## config.mk

```make
export PLATFORM = sky130hd
export DESIGN_NAME = exp_operand_prep
export DESIGN_NICKNAME = d
export VERILOG_FILES = /design/src/rtl/exp_operand_prep.sv
export SDC_FILE = /design/constraint.sdc
export NUM_CORES = 1
export LEC_CHECK = 0
export BUFFER_PORTS_ARGS = -buffer_cell sky130_fd_sc_hd__buf_2
export CAP_MARGIN = 20
export CORE_UTILIZATION = 50
export DETAILED_ROUTE_END_ITERATION = 6
export PLACE_DENSITY_LB_ADDON = 0.1
export SYNTH_ARGS = -nofsm -noshare
export SYNTH_HDL_FRONTEND = slang
export SYNTH_SLANG_ARGS = --single-unit
```

## constraint.sdc

```tcl
create_clock -name clk -period 2.6 [get_ports clk]
set_clock_uncertainty 0.1 [all_clocks]
set_input_delay 0.78 -clock clk [delete_from_list [all_inputs] [get_ports clk]]
set_output_delay 0.78 -clock clk [all_outputs]
set_load 0.01 [all_outputs]
```

## src/rtl/exp_operand_prep.sv

```systemverilog
// exp_operand_prep
//   Operand-preparation stage for the integer-power exponentiation unit.
//   Converts |x| (IEEE-754 single) to a 32-bit unsigned integer truncated
//   toward zero, using a serial one-bit-per-cycle shifter, then launches the
//   exponentiation unit through its start/busy handshake.
//
// Ports
//   clk      : clock, rising edge
//   rst_n    : asynchronous active-low reset
//   start    : conversion request, sampled only when idle
//   x        : IEEE-754 single operand, captured on acceptance
//   busy     : conversion in progress (falls in the cycle valid pulses)
//   valid    : one-cycle completion pulse
//   exp_out  : |x| truncated to integer, held until the next acceptance
//   neg      : x negative and exp_out nonzero
//   inexact  : nonzero fraction bits were discarded
//   ovf      : |x| >= 2^32
//   invalid  : x is NaN or Inf
//   ds_start : one-cycle start pulse to the exponentiation unit
//   ds_busy  : busy from the exponentiation unit
module exp_operand_prep (
    input  logic        clk,
    input  logic        rst_n,
    input  logic        start,
    input  logic [31:0] x,
    output logic        busy,
    output logic        valid,
    output logic [31:0] exp_out,
    output logic        neg,
    output logic        inexact,
    output logic        ovf,
    output logic        invalid,
    output logic        ds_start,
    input  logic        ds_busy
);

    localparam logic [2:0] ST_IDLE     = 3'd0;
    localparam logic [2:0] ST_DECODE   = 3'd1;
    localparam logic [2:0] ST_SHIFT    = 3'd2;
    localparam logic [2:0] ST_ISSUE    = 3'd3;
    localparam logic [2:0] ST_WAIT_ACK = 3'd4;
    localparam logic [2:0] ST_DONE     = 3'd5;

    logic [2:0]  state;
    logic [31:0] x_reg;
    logic [31:0] mag;       // shift register; doubles as the exp_out hold register
    logic [4:0]  cnt;       // remaining shift steps (1..23)
    logic        left;      // shift direction: 1 = left (exact), 0 = right (sticky)

    logic        sgn;
    logic [7:0]  e;
    logic [22:0] f;

    assign sgn = x_reg[31];
    assign e   = x_reg[30:23];
    assign f   = x_reg[22:0];

    // Handshake outputs are decoded from state so that an asynchronous reset
    // removes them (including an in-flight ds_start) without waiting for a clock.
    assign busy     = (state != ST_IDLE) && (state != ST_DONE);
    assign valid    = (state == ST_DONE);
    assign ds_start = (state == ST_ISSUE) && !ds_busy;
    assign exp_out  = mag;

    always_ff @(posedge clk or negedge rst_n) begin
        if (!rst_n) begin
            state   <= ST_IDLE;
            x_reg   <= 32'd0;
            mag     <= 32'd0;
            cnt     <= 5'd0;
            left    <= 1'b0;
            neg     <= 1'b0;
            inexact <= 1'b0;
            ovf     <= 1'b0;
            invalid <= 1'b0;
        end else begin
            case (state)
                ST_IDLE: begin
                    if (start) begin
                        x_reg   <= x;
                        neg     <= 1'b0;
                        inexact <= 1'b0;
                        ovf     <= 1'b0;
                        invalid <= 1'b0;
                        state   <= ST_DECODE;
                    end
                end

                ST_DECODE: begin
                    if (e == 8'd255) begin
                        invalid <= 1'b1;
                        mag     <= 32'hFFFF_FFFF;
                        neg     <= sgn;            // saturated result is nonzero
                        state   <= ST_DONE;
                    end else if (e >= 8'd159) begin
                        ovf     <= 1'b1;
                        mag     <= 32'hFFFF_FFFF;
                        neg     <= sgn;
                        state   <= ST_DONE;
                    end else if (e < 8'd127) begin
                        // |x| < 1: zero result, inexact unless the operand is a signed zero
                        mag     <= 32'd0;
                        inexact <= (e != 8'd0) || (f != 23'd0);
                        state   <= ST_ISSUE;
                    end else if (e <= 8'd149) begin
                        mag     <= {8'd0, 1'b1, f};
                        cnt     <= 5'(8'd150 - e);
                        left    <= 1'b0;
                        state   <= ST_SHIFT;
                    end else begin
                        mag     <= {8'd0, 1'b1, f};
                        cnt     <= 5'(e - 8'd150);
                        left    <= 1'b1;
                        state   <= (e == 8'd150) ? ST_ISSUE : ST_SHIFT;
                    end
                end

                ST_SHIFT: begin
                    if (left) begin
                        mag <= {mag[30:0], 1'b0};
                    end else begin
                        mag     <= {1'b0, mag[31:1]};
                        inexact <= inexact | mag[0];   // sticky of discarded bits
                    end
                    cnt <= cnt - 5'd1;
                    if (cnt == 5'd1) begin
                        state <= ST_ISSUE;
                    end
                end

                ST_ISSUE: begin
                    if (!ds_busy) begin
                        state <= ST_WAIT_ACK;
                    end
                end

                ST_WAIT_ACK: begin
                    if (ds_busy) begin
                        // neg is settled on entry to DONE so it is stable when valid pulses
                        neg   <= sgn && (mag != 32'd0);
                        state <= ST_DONE;
                    end
                end

                ST_DONE: begin
                    state <= ST_IDLE;
                end

                default: begin
                    state <= ST_IDLE;
                end
            endcase
        end
    end

endmodule

```

==> results.yml <==
run_status:
  status: "complete, no violations"
timing:
  hold_viol_final: 0
  setup_ws_ps: 212
  tightestPinTransition_ps: 786
  rsz0062_at_grt: "false"
  setup_viol: 0
  min_period_ps: 2390
  maxSlewViolCount: 0
  fin_crit_sh_pct: 91.9
  setup_tns_ps: 0
  fmax_mhz: 419
  max_slew_margin_pct: 47.6
logic_synthesis:
  yosysSeqAreaShare_pct: 47.2
  avgSynthCellArea_sq_um: 10.5
  ys_ff_latch: 77
  async_reset_ff_share_pct: 100
  synthCells: 390
  synth_nets: 433
  yosys.area_share.simple_pct: 14.9
  synth-edff-count: 0
  synth-warning-count: 0
  synth.mux.area_fraction_pct: 16.9
  ys.flop_type: "dfrtp_1"
  synth_top_family_by_area: "multiplexers"
  yosys.cell_types.count: 50
  synth_fa_ha_area_share_pct: 2.14
  synthXorXnorAreaFrac_pct: 1.07
  synth-compound-area-share_pct: 13.7
  synth_area_sq_mm: 0.00408
route:
  vias: 3343
  ant_nets: 0
  first_iter_violations: 165
  drc: 0
  wire_per_inst_microns: 18.2
  wl_mm: 10.3
  drt-vias-per-instance: 5.89
  drt-pass1-iter-count: 4
cells_and_area:
  syn_to_final_growth_pct: 17.4
  multi_input_area_sq_mm: 0.00199
  layout-drive-gt1-share_pct: 32.6
  diodes: 0
  n_fill_cell: 687
  regArea_sq_mm: 0.00193
  nets: 504
power_and_ir_drop:
  ir_drop_mv: 0.615
  p_leak_nw: 2.13
  power_density_mw_per_mm2: 1410
clocking:
  cts_resized: 0
  root_buffer: "clkbuf_8"
  cts_buffer_depth: 2
  cts_tree: "yes"
  cts.sink_count: 77
  clkTransAtPathRegs_ps: 80
  cts-hold-fix-buffers: 0
  clk_latency_ps: 360
  postCtsSetupRepairBufs: 0
  numCtsBuffers: 9
  htreeDepth: 3
place:
  post-place-ws_ps: 345
  finalWeightedCongestion: 0.881
  post-dp-hpwl_mm: 7.40
  port_buffers: 74
worst_setup_path:
  rr_startpoint: "x_reg[24]"
  start_kind: "register"
  slowest_stage: "dfrtp_1"
  end_kind: "output pin"
  crit_type: "register to output pin"
  critical_path.startpoint: "state[0]"
  max_stage_delay_ps: 510
  arrival_ps: 1510
  required_ps: 1720
  cp_cell_sequence: "nand2b_1 > nor2_1 > buf_2"
  path_max_fanout: 11
floorplanning:
  core-area_sq_mm: 0.00781
  io_pins: 75
  start_util_pct: 52.3
  die-area_sq_mm: 0.00853
  rows: 32
  die_height_microns: 92.4
  die_w_microns: 92.4
worst_hold_path:
  min_path_type: "input pin to async pin"
grt:
  antenna_found_initial: 0
  grt_max_degree: 53
  grt_pass1_wl_mm: 17.2
  use_met1_pct: 38.2
  overflow: 0
  grtUsageTotal_pct: 26.2
  grt.busiest_layer: "met2"
  use_met2_pct: 38.8
  grt.met3_usage_pct: 5.75
  grt_pass1_vias: 3299
run:
  max_cap_violations: 0
-- path summary, 6_finish.rpt --
kind / to / slack, ps / cells past startpoint
setup / recovery: valid / 210 / 3
hold / removal: state[2] / 220 / 1
setup reg to reg: cnt[3] / 370 / 8
hold reg to reg: ovf / 380 / 1
max in group asynchronous: x_reg[8] / 1580 / 2
min in group clk: ovf / 380 / 1
-- Yosys cell counts, drive strengths merged, types with 2 or more instances --
cell	n	area share [%]
clkbuf	8	0.74
nor4	15	2.5
and2	2	0.31
mux2	40	11
a21o	3	0.55
mux2i	24	5.9
nand4	5	0.77
xor2	2	0.43
nand2b	6	1.1
ha	7	2.1
buf	19	2.6
nor2	25	2.5
o2111ai	15	3.2
dfrtp	77	47
a21oi	21	2.7
xnor2	3	0.64
o22ai	9	1.4
nand3	4	0.49
o31ai	3	0.55
nor3	4	1.0
o211ai	8	1.5
o21ai	11	1.4
nor2b	4	0.61
inv	8	0.74
or2	2	0.31
nand2	52	4.8
-- power by group --
part	total (mW)	internal, mW	switching, mW
logic	3.11	1.50	1.61
clock network	1.03	0.569	0.464
registers	2.62	1.81	0.811
-- routing by layer --
layer / wire, microns / vias to the layer above
met2: 4670 / 108
met3: 664 / 13
met1: 4820 / 1654
met5: 0 / -
met4: 182 / 0
li1: - / 1568
-- metrics by stage --
step                      utilization, %  total power [mW]  cells  instance area (sq um)  hold WS [ps]
after floorplan                        -              4.73    390                   4080           363
after global placement              58.5              5.65    552                   4570           364
after detailed placement            58.5              5.74    552                   4570           370
after CTS                           61.4              6.79    568                   4800           224
after global routing                61.4              7.28    568                   4800           236
final                               61.4              6.76    568                   4800           219
-- layout by cell type, fill, tap and decap left out, drive strengths merged, types with 3 or more instances in the layout --
master / n
nor4: 15
o21ai: 11
inv: 8
nor2: 25
o22ai: 9
o211ai: 8
ha: 7
a21o: 3
clkbuf: 11
nand3: 4
nand2b: 6
nand4: 5
o2111ai: 15
mux2i: 24
mux2: 40
buf: 87
nor3: 4
o31ai: 3
a21oi: 21
dfrtp: 77
nand2: 52
nor2b: 4
xnor2: 3
-- final cells by class --
| class | count | area share (%) |
|---|---|---|
| timing repair buffer | 87 | 10.3 |
| tap | 102 | 2.66 |
| multi-input combinational | 278 | 41.5 |
| sequential | 77 | 40.2 |
| clock inverter | 5 | 1.75 |
| clock buffer | 11 | 2.95 |
| inverter | 8 | 0.626 |
-- cell families after synthesis --
group	Yosys count
and+or+nand+nor	122
adders and majority gates	7
AOI/OAI and AO/OA	80
xor gates and xnor gates	5
DFF	77
buffers and inverters	35
muxes	64
-- worst max-delay path: cells and delay by family, from the launching register on --
family	cells	cell delay, ps
AND/OR/NAND/NOR	2	490
buffers and inverters	1	150
flip-flops	1	510
No activity file was read; power rests on OpenSTA's default activity.
